File: config.mk
export PLATFORM = sky130hd
export DESIGN_NAME = serial_add_ctrl
export DESIGN_NICKNAME = d
export VERILOG_FILES = /design/src/rtl/serial_add_ctrl.sv
export SDC_FILE = /design/constraint.sdc
export NUM_CORES = 1
export LEC_CHECK = 0
export CAP_MARGIN = 30
export CORE_MARGIN = 5
export CORE_UTILIZATION = 31
export CTS_CLUSTER_SIZE = 25
export DETAILED_ROUTE_END_ITERATION = 12
export PLACE_DENSITY_LB_ADDON = 0.2
export REMOVE_ABC_BUFFERS = 1
export SLEW_MARGIN = 20
export SYNTH_ARGS = -nofsm -noshare
export SYNTH_HDL_FRONTEND = slang
export SYNTH_SLANG_ARGS = --single-unit
File: constraint.sdc
create_clock -name clk -period 1.3 [get_ports clk]
set_input_delay 0.195 -clock clk [delete_from_list [all_inputs] [get_ports clk]]
set_output_delay 0.195 -clock clk [all_outputs]
set_load 0.005 [all_outputs]
File: src/rtl/serial_add_ctrl.sv
// Bit-serial adder: one full adder processes a+b+cin LSB first, one bit per clock.
// Optional SERIAL_ADD_SUB_EN adds a 'sub' port selecting a-b (as a + ~b + 1).
module serial_add_ctrl #(
    parameter int WIDTH = 8
) (
    input  logic             clk,
    input  logic             rst,
    input  logic             start,
    input  logic [WIDTH-1:0] a,
    input  logic [WIDTH-1:0] b,
    input  logic             cin,
`ifdef SERIAL_ADD_SUB_EN
    input  logic             sub,
`endif
    output logic             busy,
    output logic             done,
    output logic [WIDTH-1:0] sum,
    output logic             cout
);

    localparam int CW = $clog2(WIDTH);

    typedef enum logic [1:0] {
        IDLE,
        RUN,
        DONE
    } state_t;

    state_t           r_state;
    state_t           w_next;
    logic [WIDTH-1:0] r_a;
    logic [WIDTH-1:0] r_b;
    logic [WIDTH-1:0] r_res;
    logic [WIDTH-1:0] r_sum;
    logic             r_carry;
    logic             r_cout;
    logic [CW-1:0]    r_count;
    logic             w_s;
    logic             w_c;
    logic             w_last;
    logic             w_accept;
    logic [WIDTH-1:0] w_bLoad;
    logic             w_cLoad;

`ifdef SERIAL_ADD_SUB_EN
    // Subtraction reuses the adder: invert b and force the initial carry to 1.
    assign w_bLoad = sub ? ~b : b;
    assign w_cLoad = sub ? 1'b1 : cin;
`else
    assign w_bLoad = b;
    assign w_cLoad = cin;
`endif

    assign w_last   = (r_count == CW'(WIDTH - 1));
    assign w_accept = (r_state == IDLE) && start;

    FullAdder u_fa (
        .i_a     (r_a[0]),
        .i_b     (r_b[0]),
        .i_carry (r_carry),
        .o_sum   (w_s),
        .o_carry (w_c)
    );

    always_ff @(posedge clk) begin
        if (rst) begin
            r_state <= IDLE;
        end else begin
            r_state <= w_next;
        end
    end

    always_comb begin
        w_next = r_state;
        case (r_state)
            IDLE:    if (start) w_next = RUN;
            RUN:     if (w_last) w_next = DONE;
            DONE:    w_next = IDLE;
            default: w_next = IDLE;
        endcase
    end

    always_comb begin
        busy = 1'b0;
        done = 1'b0;
        case (r_state)
            RUN:     busy = 1'b1;
            DONE:    done = 1'b1;
            default: ;
        endcase
    end

    // Result bits enter from the MSB side so the last shift leaves them aligned.
    always_ff @(posedge clk) begin
        if (rst) begin
            r_a     <= '0;
            r_b     <= '0;
            r_res   <= '0;
            r_carry <= 1'b0;
            r_count <= '0;
            r_sum   <= '0;
            r_cout  <= 1'b0;
        end else if (w_accept) begin
            r_a     <= a;
            r_b     <= w_bLoad;
            r_carry <= w_cLoad;
            r_res   <= '0;
            r_count <= '0;
        end else if (r_state == RUN) begin
            r_a     <= r_a >> 1;
            r_b     <= r_b >> 1;
            r_carry <= w_c;
            r_res   <= {w_s, r_res[WIDTH-1:1]};
            r_count <= r_count + CW'(1);
            if (w_last) begin
                r_sum  <= {w_s, r_res[WIDTH-1:1]};
                r_cout <= w_c;
            end
        end
    end

    assign sum  = r_sum;
    assign cout = r_cout;

endmodule

// 1-bit full adder shared by the serial datapath.
module FullAdder (
    input  logic i_a,
    input  logic i_b,
    input  logic i_carry,
    output logic o_sum,
    output logic o_carry
);

    assign o_sum   = i_a ^ i_b ^ i_carry;
    assign o_carry = (i_a & i_b) | (i_a & i_carry) | (i_b & i_carry);

endmodule

# ---- After elaboration in Yosys (flattened, before gate mapping)
# Cells that the tools add are included.
dict set report classes {
  n_mux 11
  n_eq_ne 5
  addsub 1
  reduce_logical 6
  bitwise_logic 8
}
# op n
set op_table {}
lappend op_table {{$mux W8} 4}
lappend op_table {{$mux W1} 4}
lappend op_table {{$mux W2} 2}
lappend op_table {{$ne A2 B2 Y1 const B} 2}
lappend op_table {{$pmux W2 S2} 1}
lappend op_table {{$add A3 B1 Y3 const B} 1}
lappend op_table {{$and A1 B1 Y1} 3}
lappend op_table {{$eq A3 B3 Y1 const B} 1}
lappend op_table {{$reduce_and A3 Y1} 1}
lappend op_table {{$eq A2 B1 Y1 const B} 1}
lappend op_table {{$eq A2 B2 Y1 const B} 1}
lappend op_table {{$logic_not A2 Y1} 1}
lappend op_table {{$or A1 B1 Y1} 2}
lappend op_table {{$reduce_and A2 Y1} 1}
lappend op_table {{$reduce_bool A2 Y1} 1}
lappend op_table {{$reduce_or A2 Y1} 1}
lappend op_table {{$xor A1 B1 Y1} 2}
lappend op_table {{$logic_and A1 B1 Y1} 1}
lappend op_table {{$not A1 Y1} 1}
dict set report word_totals {
  wordCells 39
  in_bits 20
  output_inout_bits 11
  ff_bits 39
}

# ---- Longest topological paths before layout
# Gate-level depths: netlist of the first run.
dict set report logic_depth {
  ltp_word 5
  mapped_depth 7
  ltp_nobuf 5
}

# ---- Hierarchy
# A second synthesis of the first run with hierarchy kept.
dict set report hier_totals {
  hier_cells 186
  hier_area_um2 1505.2
}
# module n_inst area_per_inst_um2 cells_each seq_area_each_um2
set modules_own_cells {}
lappend modules_own_cells {serial_add_ctrl 1 1485.2 185 760.7}
lappend modules_own_cells {FullAdder 1 20.0 1 0.0}

# ---- Worst setup path before layout of the first run
# No wires, ideal clock.
dict set report synth_timing {
  path_type {register to register}
  from {register r_state[0]}
  to {register r_count[0]}
  synth_period_minus_slack_ns 1.288
  path_buffers 3
  arrival_ns 1.171
  slack_ns 0.012
  setup_time_ns 0.117
  t_required_ns 1.183
  path_stages_with_launch 7
  path_cell_list {dfxtp_1 -> buf_6 -> or3b_1 -> buf_6 -> nand2b_1 -> buf_2 -> nor2_1}
}
dict set report synth_between {
  elab_chain_cells 3
  word_cells_on_any_way 4
  classes_between {1 x eq/ne; 3 x reduce/logical}
}
# item line
set synth_lines {}
lappend synth_lines {{from (decl)} 29} ;# state_t r_state;
lappend synth_lines {{from (signal assigned)} 69} ;# r_state <= w_next;
lappend synth_lines {{$logic_not A2 Y1} 55} ;# assign w_accept = (r_state == IDLE) && start;
lappend synth_lines {{$logic_and A1 B1 Y1} 55}
lappend synth_lines {{$reduce_or A2 Y1 (no line)} --}
lappend synth_lines {{to (signal assigned)} 114} ;# r_count <= r_count + CW'(1);
lappend synth_lines {{to (decl)} 37} ;# logic [CW-1:0] r_count;
# Parallel ways exist; a longest one is shown, timed or not.
# A chain may end at the register's enable or synchronous reset.

# ---- Worst setup path in the final report of the first run
dict set report layout_timing {
  from {register r_state[1]}
  to {register r_b[3]}
}
dict set report layout_between {
  elab_chain_cells 3
  word_cells_on_any_way 5
  classes_between {1 x eq/ne; 1 x mux; 3 x reduce/logical}
}
# item line
set layout_lines {}
lappend layout_lines {{$logic_not A2 Y1} 55}
lappend layout_lines {{$logic_and A1 B1 Y1} 55}
lappend layout_lines {{$mux W8 or $reduce_bool A2 Y1 (tied branches)} --}
lappend layout_lines {{to (signal assigned)} 105} ;# r_b <= w_bLoad;
lappend layout_lines {{to (signal assigned)} 111} ;# r_b <= r_b >> 1;
lappend layout_lines {{to (decl)} 32} ;# logic [WIDTH-1:0] r_b;
# Parallel ways exist; a longest one is shown, timed or not.

==> impl_results.md, run 1 <==
- P&R area growth vs syn: 36.4%
- Max-cap violations: 0
- Worst-path clk slew: 80 ps
- Initial antenna violation count: 0
- Leakage dissipation: 0.811 nW
- Post-Synthesis Cells: 190
- Max Freq: 790 MHz
- Tot GR Track Use: 0.120
- PD cells: 1140 nW/um^2
- Setup WS post-layout: 34.0 ps
- Slew margin rel.: 0.838
- Peak supply drop: 0.539 mV
- Fill cells: 523
- Total power: 2.44 mW
- Simple-Gate Fraction of Synth Area: 0.214
- Util after Layout: 0.444
- CP startpoint kind: flop
- Clock share of power: 0.346
- Max Root-Sink Buffers: 2
- Tcrit/Tclk final: 0.974
- Reg2reg setup slack: 30 ps
- Combinational Power Share: 0.140
- Inserted Clock Buffers: 5
- Core region area: 4820 sq um
- Sw power: 0.624 mW
- Initial DRT Pass Iterations: 4
- Largest family of logic cells by synthesized area: simple AND/OR/NAND/NOR gates
- Die Area: 6580 sq um
- Syn. warnings: 0
- Synth async-reset ratio: 0
- Hold WS: 452 ps
- Worst R2R End: r_b[3]
- Nets: 251
- Die Y: 81.1 um
- Routability congestion estimate from global placement: 0.776
- CP max FO: 15
- Final Max Slew Viols: 0
- Dpl ws: -278 ps
- Clock tree sinks: 38
- Grt ovf: 0
- Min-delay worst type: reg -> reg
- Rows: 25
- H-tree levels: 2
- Detailed router's first-iteration violation count: 61
- Top_reg_cell synth: dfxtp_1
- Clock root buffer: clkbuf_8
- Worst r2r src: r_state[1]
- PortBufs: 30
- Largest net degree at the start of global routing: 24
- Sw Share: 0.255
- Final Hold Vio Count: 0
- Via count: 1383
- Adder-Cell Fraction of Synth Area: 0.0287
- Xor/xnor share of the synthesized area: 0.00559
- First-pass GRT wire length: 6.13 mm
- WHS Endpoint: sum[4]
- Vias/cell: 4.67
- Mapped Area: 1570 sq um
- Postcts setup bufs: 0
- Part of the power in registers: 0.513
- RSZ-0062 raised after global routing: true
- Power Internal: 1.82 mW
- Clock Skews: 4.26 ps
- Netlist cell types: 24
- Final setup vio count: 0
- Initial Utilization: 0.325
- ANT nets after route: 0
- Hold Path Cell Cnt: 2
- DRC: 0
- Hold path start: sum[4]
- Diodes inserted: 0
- Vias in the first global route: 1341
- Post-synth EDFFs: 0
- Mean post-synth cell area: 8.25 sq um
- Tightest Pin Transition: 244 ps
- Worst r2r path cells: 4
- Setup CP Type: reg -> reg
- Mux share of post-synthesis cell area: 0
- # IOs: 31
- Hold-fix buffers, CTS: 0
- DP Wirelength: 2.48 mm
- Final wirelength: 3.63 mm
- Required time worst endpoint: 1470 ps
- Outcome: complete, no violations
- Compound-Gate Fraction of Synth Area: 0.203
- Clk_lat worst skew: 280 ps
- Layout cells sized above 1: 0.175
- Register area share after synthesis: 0.485
- CTS tree: yes
- Die X-Extent: 81.1 um
- Critical path endpoint category: flop
- CP Data Arrival Time: 1430 ps
- Fin crit period: 1270 ps
- Yosys reg bits: 38
- Avg WL per Cell: 12.3 um
stage by stage:
| stage | TNS [ps] | cell area [sq um] | instances |
|---|---|---|---|
| final | 0 | 2140 | 296 |
| after global routing | -93.2 | 2140 | 296 |
| after CTS | 0 | 2130 | 296 |
| after detailed placement | -6310 | 2020 | 288 |
| after global placement | -5680 | 2020 | 288 |
| after floorplan | -8270 | 1480 | 175 |
cell usage after synthesis (2+ instances only):
| cell type | count | share of area |
|---|---|---|
| ha_1 | 2 | 0.016 |
| nor2_1 | 21 | 0.050 |
| nand2b_1 | 3 | 0.012 |
| clkbuf_1 | 3 | 0.0072 |
| buf_6 | 3 | 0.022 |
| a211oi_1 | 14 | 0.067 |
| buf_2 | 8 | 0.026 |
| a21oi_1 | 30 | 0.096 |
| inv_1 | 2 | 0.0048 |
| dfxtp_1 | 38 | 0.49 |
| o2bb2ai_1 | 2 | 0.011 |
| nand3_1 | 11 | 0.035 |
| o22ai_1 | 2 | 0.0080 |
| nand2_1 | 41 | 0.098 |
worst max path at each step:
stage,slack (ps),to,from
final,30,r_b[3],r_state[1]
after global routing,-40,r_b[5],r_state[1]
after CTS,10,busy,r_state[1]
after detailed placement,-280,r_a[5],start
after global placement,-250,r_a[5],start
after floorplan,-380,r_b[6],r_state[0]
critical path: stages, from the launching register on:
cell and delay, ps:
dfxtp_4 370, or3b_4 410, buf_12 160, nor2_1 130
a211oi_2 70
cell type report:
cell class	count	area [sq um]	area share
multi-input cells	134	736	0.344
well taps	67	83.8	0.0392
repair buffers	46	444	0.208
clock inverters	2	12.5	0.00585
inverters	3	11.3	0.00527
clock buffers	6	82.6	0.0386
flip-flops and latches	38	768	0.359
power by group through the flow:
stage                     Clock, mW  Sequential [mW]  Combinational (mW)
final                         0.846             1.25               0.343
after global routing          0.927             1.26               0.382
after CTS                     0.878             1.25               0.346
after detailed placement          0             1.28               0.336
after global placement            0             1.28               0.334
after floorplan                   0             1.27               0.161
timing repair:
action / in CTS / in global routing
gates resized for setup: 20 / 6
hold endpoints to repair: 0 / 0
endpoints found under the setup margin: 21 / 18
pin swaps: 0 / 1
kinds of logic (layout without fill, tap and decap cells):
family	after synthesis	after routing
AO/OA/AOI/OAI	51	51
XOR/XNOR	1	1
adder cells (fa/ha/maj)	3	3
buffers and inverters	18	57
flip-flops	38	38
AND/OR/NAND/NOR	79	79
cells in the final DEF (no fill, tap or decap), types with 3 or more instances in the layout:
cell type	n
clkdlybuf4s50_1	19
dfxtp_2	3
clkbuf_8	6
buf_4	12
nand2_1	41
nand3_1	11
buf_12	3
dfxtp_1	34
nor2_1	21
a211oi_1	12
a21oi_1	29
dlygate4sd2_1	10
registers in the layout, indices dropped and copies added, names as in the netlist:
register and flops:
r_carry 1, r_count 3, r_state 2, r_a 8
sum 8, r_b 8, cout 1, r_res 7
metal layers:
layer  part of all wire  vias up  GRT usage
li1                   -      720          -
met1               0.46      623      0.156
met2               0.48       35      0.193
met3              0.056        5     0.0322
met4              0.010        0     0.0405
met5                  0        -          0
(Power assumes the default switching activity.)
==> inputs of run 2 (changes only) <==
GPL_ROUTABILITY_DRIVEN = 0   (was default)
==> results of run 2 <==
Final layout, timing and power as in run 1 (identical DEF).
